<file path="src/rtl/uart_tx_frame_pkg.sv">
// Shared types and encodings for the UART TX frame engine.
package uart_tx_pkg;

  // Framing FSM states.
  typedef enum logic [2:0] {
    IDLE   = 3'd0,
    START  = 3'd1,
    DATA   = 3'd2,
    PARITY = 3'd3,
    STOP   = 3'd4,
    BRK    = 3'd5
  } tx_state_e;

  // Output line select encoding (3 bits leaves room for future sources).
  localparam logic [2:0] SEL_IDLE  = 3'd0;
  localparam logic [2:0] SEL_START = 3'd1;
  localparam logic [2:0] SEL_DATA  = 3'd2;
  localparam logic [2:0] SEL_PAR   = 3'd3;
  localparam logic [2:0] SEL_BRK   = 3'd4;

  // Parity type encoding of PAR_TYP.
  localparam logic PAR_EVEN = 1'b0;
  localparam logic PAR_ODD  = 1'b1;

endpackage

</file>
<file path="src/rtl/uart_tx_frame_if.sv">
// Parallel-side handshake and serial line bundle of the UART TX frame engine.
interface uart_tx_frame_if #(
  parameter int DATA_WIDTH = 8
);
  logic [DATA_WIDTH-1:0] P_DATA;
  logic                  DATA_VALID;
  logic                  PAR_EN;
  logic                  PAR_TYP;
  logic                  STOP2;
  logic                  BREAK;
  logic                  TX_OUT;
  logic                  BUSY;

  // Producer side: register interface feeding the engine.
  modport master (
    output P_DATA, DATA_VALID, PAR_EN, PAR_TYP, STOP2, BREAK,
    input  TX_OUT, BUSY
  );

  // Engine side.
  modport slave (
    input  P_DATA, DATA_VALID, PAR_EN, PAR_TYP, STOP2, BREAK,
    output TX_OUT, BUSY
  );
endinterface

</file>
<file path="src/rtl/uart_tx_frame_line_sel.sv">
// Registered TX line driver: selects idle/start/data/parity/break level and
// flops it so the pin never glitches. Unknown selects fall back to idle (1).
module uart_tx_line_sel
  import uart_tx_pkg::*;
(
  input  logic       clk,
  input  logic       rst,
  input  logic [2:0] sel,
  input  logic       data_bit,
  input  logic       par_bit,
  output logic       tx_out
);

  logic line_d;

  // Line level for the bit being entered on the next edge.
  always_comb begin
    line_d = 1'b1;
    case (sel)
      SEL_IDLE:  line_d = 1'b1;
      SEL_START: line_d = 1'b0;
      SEL_DATA:  line_d = data_bit;
      SEL_PAR:   line_d = par_bit;
      SEL_BRK:   line_d = 1'b0;
      default:   line_d = 1'b1;
    endcase
  end

  // Registered line; idle-high out of reset.
  always_ff @(posedge clk or posedge rst) begin
    if (rst) tx_out <= 1'b1;
    else     tx_out <= line_d;
  end

endmodule

</file>
<file path="src/rtl/uart_tx_frame.sv">
// UART TX frame engine: latches a word on the valid/busy handshake and
// serialises start, data (LSB first), optional parity and 1 or 2 stop bits.
// One CLK cycle is one bit time. BREAK holds the line low from IDLE.
module uart_tx_frame
  import uart_tx_pkg::*;
#(
  parameter int DATA_WIDTH = 8
) (
  input  logic           CLK,
  input  logic           RST,
  uart_tx_frame_if.slave bus
);

  localparam int CNT_W = $clog2(DATA_WIDTH);
  localparam logic [CNT_W-1:0] CNT_LAST = CNT_W'(DATA_WIDTH - 1);

  localparam logic [2:0] S_IDLE   = IDLE;
  localparam logic [2:0] S_START  = START;
  localparam logic [2:0] S_DATA   = DATA;
  localparam logic [2:0] S_PARITY = PARITY;
  localparam logic [2:0] S_STOP   = STOP;
  localparam logic [2:0] S_BRK    = BRK;

  if (DATA_WIDTH < 5 || DATA_WIDTH > 9) begin : g_bad_width
    $error("uart_tx_frame: DATA_WIDTH must be within 5..9");
  end

  logic [2:0]            state_q, state_d;
  logic [CNT_W-1:0]      cnt_q, cnt_d;
  logic [DATA_WIDTH-1:0] data_q;
  logic                  par_en_q, par_typ_q, stop2_q;
  logic                  stop_2nd_q, stop_2nd_d;
  logic                  busy_q;
  logic                  load;
  logic [2:0]            sel;
  logic                  data_bit;
  logic                  par_bit;

  // Parity over the latched word; odd type inverts the even result.
  assign par_bit = (^data_q) ^ par_typ_q;

  // Next state, counter and line select for the state being entered.
  always_comb begin
    state_d    = state_q;
    cnt_d      = cnt_q;
    stop_2nd_d = stop_2nd_q;
    sel        = SEL_IDLE;
    data_bit   = 1'b1;
    load       = 1'b0;
    case (state_q)
      S_IDLE: begin
        // BREAK wins over a simultaneous request.
        if (bus.BREAK) begin
          state_d = S_BRK;
          sel     = SEL_BRK;
        end else if (bus.DATA_VALID) begin
          state_d = S_START;
          sel     = SEL_START;
          load    = 1'b1;
        end
      end
      S_START: begin
        state_d  = S_DATA;
        cnt_d    = '0;
        sel      = SEL_DATA;
        data_bit = data_q[0];
      end
      S_DATA: begin
        if (cnt_q == CNT_LAST) begin
          // Counter holds at the last index; it never wraps.
          if (par_en_q) begin
            state_d = S_PARITY;
            sel     = SEL_PAR;
          end else begin
            state_d    = S_STOP;
            stop_2nd_d = 1'b0;
          end
        end else begin
          cnt_d    = cnt_q + 1'b1;
          sel      = SEL_DATA;
          data_bit = data_q[cnt_d];
        end
      end
      S_PARITY: begin
        state_d    = S_STOP;
        stop_2nd_d = 1'b0;
      end
      S_STOP: begin
        if (stop2_q && !stop_2nd_q) stop_2nd_d = 1'b1;
        else                        state_d    = S_IDLE;
      end
      S_BRK: begin
        if (bus.BREAK) sel     = SEL_BRK;
        else           state_d = S_IDLE;
      end
      default: state_d = S_IDLE;
    endcase
  end

  // FSM, bit counter and busy flag; reset aborts any frame in flight.
  always_ff @(posedge CLK or posedge RST) begin
    if (RST) begin
      state_q    <= S_IDLE;
      cnt_q      <= '0;
      stop_2nd_q <= 1'b0;
      busy_q     <= 1'b0;
    end else begin
      state_q    <= state_d;
      cnt_q      <= cnt_d;
      stop_2nd_q <= stop_2nd_d;
      busy_q     <= (state_d != S_IDLE);
    end
  end

  // Word and frame configuration captured on the accepting edge only.
  always_ff @(posedge CLK or posedge RST) begin
    if (RST) begin
      data_q    <= '0;
      par_en_q  <= 1'b0;
      par_typ_q <= PAR_EVEN;
      stop2_q   <= 1'b0;
    end else if (load) begin
      data_q    <= bus.P_DATA;
      par_en_q  <= bus.PAR_EN;
      par_typ_q <= bus.PAR_TYP;
      stop2_q   <= bus.STOP2;
    end
  end

  assign bus.BUSY = busy_q;

  uart_tx_line_sel u_line_sel (
    .clk      (CLK),
    .rst      (RST),
    .sel      (sel),
    .data_bit (data_bit),
    .par_bit  (par_bit),
    .tx_out   (bus.TX_OUT)
  );

endmodule

</file>
<file path="src/flat_wrapper.sv">
// flat-port wrapper written by rule: the top's interface ports become plain ports
module uart_tx_frame_flat import uart_tx_pkg::*;
#(
  parameter int DATA_WIDTH = 8
)
  (CLK, RST, bus_P_DATA, bus_DATA_VALID, bus_PAR_EN, bus_PAR_TYP, bus_STOP2, bus_BREAK, bus_TX_OUT, bus_BUSY);
  uart_tx_frame_if #(.DATA_WIDTH(DATA_WIDTH)) bus_i ();
  input  logic CLK;
  input  logic RST;
  input wire logic [$bits(bus_i.P_DATA)-1:0] bus_P_DATA;
  input wire logic [$bits(bus_i.DATA_VALID)-1:0] bus_DATA_VALID;
  input wire logic [$bits(bus_i.PAR_EN)-1:0] bus_PAR_EN;
  input wire logic [$bits(bus_i.PAR_TYP)-1:0] bus_PAR_TYP;
  input wire logic [$bits(bus_i.STOP2)-1:0] bus_STOP2;
  input wire logic [$bits(bus_i.BREAK)-1:0] bus_BREAK;
  output wire logic [$bits(bus_i.TX_OUT)-1:0] bus_TX_OUT;
  output wire logic [$bits(bus_i.BUSY)-1:0] bus_BUSY;
  assign bus_i.P_DATA = bus_P_DATA;
  assign bus_i.DATA_VALID = bus_DATA_VALID;
  assign bus_i.PAR_EN = bus_PAR_EN;
  assign bus_i.PAR_TYP = bus_PAR_TYP;
  assign bus_i.STOP2 = bus_STOP2;
  assign bus_i.BREAK = bus_BREAK;
  assign bus_TX_OUT = bus_i.TX_OUT;
  assign bus_BUSY = bus_i.BUSY;
  uart_tx_frame #(.DATA_WIDTH(DATA_WIDTH)) u_core (.CLK(CLK), .RST(RST), .bus(bus_i));
endmodule
</file>
<file path="config.mk">
export PLATFORM = sky130hd
export DESIGN_NAME = uart_tx_frame_flat
export DESIGN_NICKNAME = d
export VERILOG_FILES = /design/src/rtl/uart_tx_frame_pkg.sv /design/src/rtl/uart_tx_frame_if.sv /design/src/rtl/uart_tx_frame_line_sel.sv /design/src/rtl/uart_tx_frame.sv /design/src/flat_wrapper.sv
export SDC_FILE = /design/constraint.sdc
export NUM_CORES = 1
export LEC_CHECK = 0
export BUFFER_PORTS_ARGS = -buffer_cell sky130_fd_sc_hd__buf_2
export CAP_MARGIN = 20
export CORE_AREA = 2 2 52 54
export DETAILED_ROUTE_END_ITERATION = 10
export DIE_AREA = 0 0 54 56
export PLACE_DENSITY_LB_ADDON = 0.15
export SKIP_LAST_GASP = 1
export SYNTH_ARGS = -nofsm -noshare
export SYNTH_HDL_FRONTEND = slang
export SYNTH_SLANG_ARGS = --single-unit
export TNS_END_PERCENT = 50
</file>
<file path="constraint.sdc">
create_clock -name CLK -period 1.6 [get_ports CLK]
set_input_delay 0.08 -clock CLK [delete_from_list [all_inputs] [get_ports CLK]]
set_output_delay 0.08 -clock CLK [all_outputs]
set_load 0.01 [all_outputs]
</file>
==> implementation parameters <==
Parameter                              Value

Status
  Outcome ... finished, violations left
  Violated checks ... negative setup slack

Route
  Residual antenna-violating net count after detailed routing ... 0
  Routed WL per cell ... 13.2 µm
  Count of TritonRoute iterations in the first routing pass ... 3
  DR DRC count ... 0
  Overall routed net length ... 2080 µm
  Detailed router's first-iteration violation count ... 6
  Overall via count from detail_route ... 801
  Drt via density ... 5.10

STA
  Normalized max-slew margin ... 0.742
  Slew @ Worst Pin ... 0.386 ns
  Portion of the clock cycle consumed by the worst path in the final layout ... 1.05
  Unrepaired setup endpoints after global routing ... yes
  Final count of pins violating max slew ... 0
  Clock tree skew after final layout ... 0.00202 ns
  Clock period minus final worst setup slack ... 1.68 ns
  Maximum clock rate ... 0.597 GHz
  Final number of setup-violating endpoints ... 3
  Sum Neg Setup Slack ... -0.141 ns
  Count of endpoints failing hold in the final timing report ... 0
  Setup slack of the critical path after layout ... -0.0753 ns
  Hold slack ... 0.00325 ns

Setup path
  Startpoint type of the worst setup path ... flop
  Required arrival time at the worst endpoint ... 1.84 ns
  Reg2reg end ... u_core.u_line_sel.tx_out$_DFF_PP1_
  Kind of capture point of the worst setup path ... flop
  Worst R2R Path Depth ... 5
  Worst-path fanout max ... 2
  Category of the most critical setup path ... reg2reg
  WP data arrival ... 1.91 ns
  Worst R2R Setup Slack ... -0.08 ns
  Critical R2R Launch ... u_core.cnt_q[0]$_DFFE_PP0P_

Power and ir drop
  Net switching power figure ... 970 µW
  Power density over the cells ... 1990 nW/µm²
  Clock share of power ... 0.109
  P_leak ... 0.000633 µW
  Switching share of power ... 0.346
  Worst IR drop on VDD ... 1.38 mV
  Share of power burned in registers ... 0.346
  Internal Dissipation ... 1830 µW
  Share of power burned in combinational logic ... 0.545

GRT
  Initial antenna violation count ... 0
  First-pass GRT wire length ... 3650 µm
  Vias in the first global route ... 851
  Overflow after GRT ... 0
  All-layer global routing usage ... 0.162
  Maximum number of pins on one net before global-route repair ... 12

Logic synthesis
  Net count after synthesis ... 106
  Synth Register Bits ... 20
  Portion of synthesized cell area occupied by the leading cell type ... 0.441
  Number of different library cells in the post-synthesis netlist ... 33
  Total standard cell area after synthesis ... 1080 µm²
  Synthesized area per cell ... 12.1 µm²
  Yosys warnings ... 0
  Largest area contributor in the netlist ... sky130_fd_sc_hd__dfrtp_1
  Proportion of synthesized chip area in sequential cells ... 0.465
  Synth area leaders ... sky130_fd_sc_hd__dfrtp_1, sky130_fd_sc_hd__mux2_2, sky130_fd_sc_hd__mux4_2
  Instance count of the mapped netlist ... 89

Job
  Max-Cap Viols ... 0

Clock network
  TritonCTS clock tree ... yes
  Total clock buffers created by CTS ... 3
  Clock transition time at the flip-flop clock pins of the worst setup and hold paths ... 0.12 ns
  Deepest clock path buffer count ... 2
  Clock root buffer ... sky130_fd_sc_hd__clkbuf_4
  Clock latency on the worst-skew pair ... 0.30 ns
  H-Tree Level Count ... 1
  Sink Count ... 20

Die
  Overall die width ... 54 µm
  Die area ... 3020 µm²
  Initial cell density of the core ... 0.443
  I/O pin count ... 17
  Standard-cell row count ... 18
  CORE AREA ... 2430 µm²
  Overall die height ... 56 µm

Final layout
  Fillcell total ... 211
  Post-layout instance area ... 1410 µm²
  Number of antenna diodes ... 0
  Utilization of the core after routing ... 0.580
  Final net count ... 145
  Area added between synthesis and finish ... 30.7%
  Proportion of layout cells with a drive suffix above 1 ... 0.472

Placement
  Placed cell area ... 1280 µm²
  Placer Congestion ... 0.799
  IO Port Bufs ... 16
  Placed wire-length estimate ... 1540 µm

Worst hold path
  Worst Hold Endpoint ... u_core.data_q[3]$_DFFE_PP0N_
  Class of the tightest hold or removal check ... in2reg
  Worst Hold Depth ... 2
  Hold_sp ... bus_P_DATA[3]
[cell type report]
| type | count | area [µm²] | share of cell area |
|---|---|---|---|
| Multi-Input combinational cell | 64 | 573 | 0.406 |
| Sequential cell | 20 | 503 | 0.357 |
| Timing Repair Buffer | 37 | 253 | 0.179 |
| Tap cell | 30 | 37.5 | 0.0266 |
| Clock buffer | 4 | 36.3 | 0.0257 |
| Inverter | 2 | 7.51 | 0.00532 |
[synthesized netlist by cell type (all sizes together)]
cell,n
nor3b,1
o32ai,1
or2,1
o21ai,5
dfstp,1
a311oi,1
nand2,6
and4,1
xor2,1
nor2,5
a22oi,2
nand2b,2
ha,2
nor2b,1
mux2i,2
dfrtp,19
mux4,2
nand3b,2
mux2,12
xnor2,5
xnor3,1
nand3,4
a21oi,2
a21o,1
nor3,1
clkbuf,1
o21bai,1
inv,2
a32oi,1
or2b,1
buf,2
[logic make-up after synthesis]
| family | Yosys count | share of synthesized area |
|---|---|---|
| XOR/XNOR | 7 | 0.0696 |
| adder cells (fa/ha/maj) | 2 | 0.0232 |
| flip-flops | 20 | 0.465 |
| AND/OR/NAND/NOR | 25 | 0.132 |
| multiplexers | 16 | 0.186 |
| buffers and inverters | 5 | 0.0336 |
| AO/OA/AOI/OAI | 14 | 0.0905 |
[critical path: stages, from the launching register on]
cell                      delay [ns]
sky130_fd_sc_hd__dfrtp_2        0.45
sky130_fd_sc_hd__ha_4           0.27
sky130_fd_sc_hd__mux4_2         0.48
sky130_fd_sc_hd__mux2_4         0.27
sky130_fd_sc_hd__nand3_2        0.08
sky130_fd_sc_hd__nand3_2        0.07
[placed cells by master (no fill, tap or decap), types with 2 or more instances in the layout]
cell type,count
sky130_fd_sc_hd__mux2_2,11
sky130_fd_sc_hd__clkbuf_4,3
sky130_fd_sc_hd__dfrtp_1,18
sky130_fd_sc_hd__o21ai_0,5
sky130_fd_sc_hd__inv_1,2
sky130_fd_sc_hd__mux4_2,2
sky130_fd_sc_hd__a22oi_1,2
sky130_fd_sc_hd__mux2i_1,2
sky130_fd_sc_hd__buf_2,16
sky130_fd_sc_hd__xnor2_1,5
sky130_fd_sc_hd__buf_4,15
sky130_fd_sc_hd__nand3_2,2
sky130_fd_sc_hd__nand2_1,6
sky130_fd_sc_hd__nand3_1,2
sky130_fd_sc_hd__nor2_1,4
sky130_fd_sc_hd__nand3b_1,2
sky130_fd_sc_hd__dlygate4sd3_1,6
[routing by layer]
metal  vias to the layer above  GRT usage  wire (µm)
li1                        397          -          -
met1                       389      0.211        963
met2                        11      0.256       1040
met3                         4     0.0349         52
met4                         0     0.0607         25
met5                         -          0          0
[through the flow]
stage                     power, µW  worst slack [ns]  instances
after CTS                      2750           -0.0637        153
after floorplan                2060           -0.0614         89
after global placement         2410           -0.0353        144
after detailed placement       2430           -0.0635        144
after global routing           3040            -0.126        157
final                          2800           -0.0753        157
[flip-flops by register name, summed over array words and instances (netlist names)]
register and flops:
u_core.par_typ_q 1, u_core.par_en_q 1, u_core.cnt_q 3, u_core.stop2_q 1
u_core.u_line_sel.tx_out 1, u_core.stop_2nd_q 1, u_core.data_q 8, u_core.state_q 3
u_core.bus.BUSY 1
[power by group through the flow]
stage	Sequential [µW]	Combinational, µW	Clock, µW
2_1_floorplan	937	1130	0
3_3_place_gp	971	1440	0
3_5_place_dp	982	1450	0
4_1_cts	969	1480	304
5_1_grt	1010	1700	329
6_report	969	1530	306
[timing repair]
action / 4_1_cts / 5_1_grt
hold buffers: 5 / 1
resized for setup: 1 / 2
buffers inserted: 0 / 3
endpoints found under the hold margin: 14 / 1
endpoints found under the setup margin: 2 / 3
pin swaps: 2 / 1
[worst max-delay path by stage]
stage,startpoint,to,slack (ns),cells past startpoint
after global placement,u_core.cnt_q[0]$_DFFE_PP0P_,u_core.bus.BUSY$_DFF_PP0_,-0.04,6
after global routing,u_core.cnt_q[0]$_DFFE_PP0P_,u_core.u_line_sel.tx_out$_DFF_PP1_,-0.13,5
after CTS,u_core.cnt_q[0]$_DFFE_PP0P_,u_core.u_line_sel.tx_out$_DFF_PP1_,-0.06,5
final,u_core.cnt_q[0]$_DFFE_PP0P_,u_core.u_line_sel.tx_out$_DFF_PP1_,-0.08,5
after detailed placement,u_core.cnt_q[0]$_DFFE_PP0P_,u_core.u_line_sel.tx_out$_DFF_PP1_,-0.06,5
after floorplan,u_core.cnt_q[0]$_DFFE_PP0P_,u_core.u_line_sel.tx_out$_DFF_PP1_,-0.06,5
No activity file was read; power rests on OpenSTA's default activity.
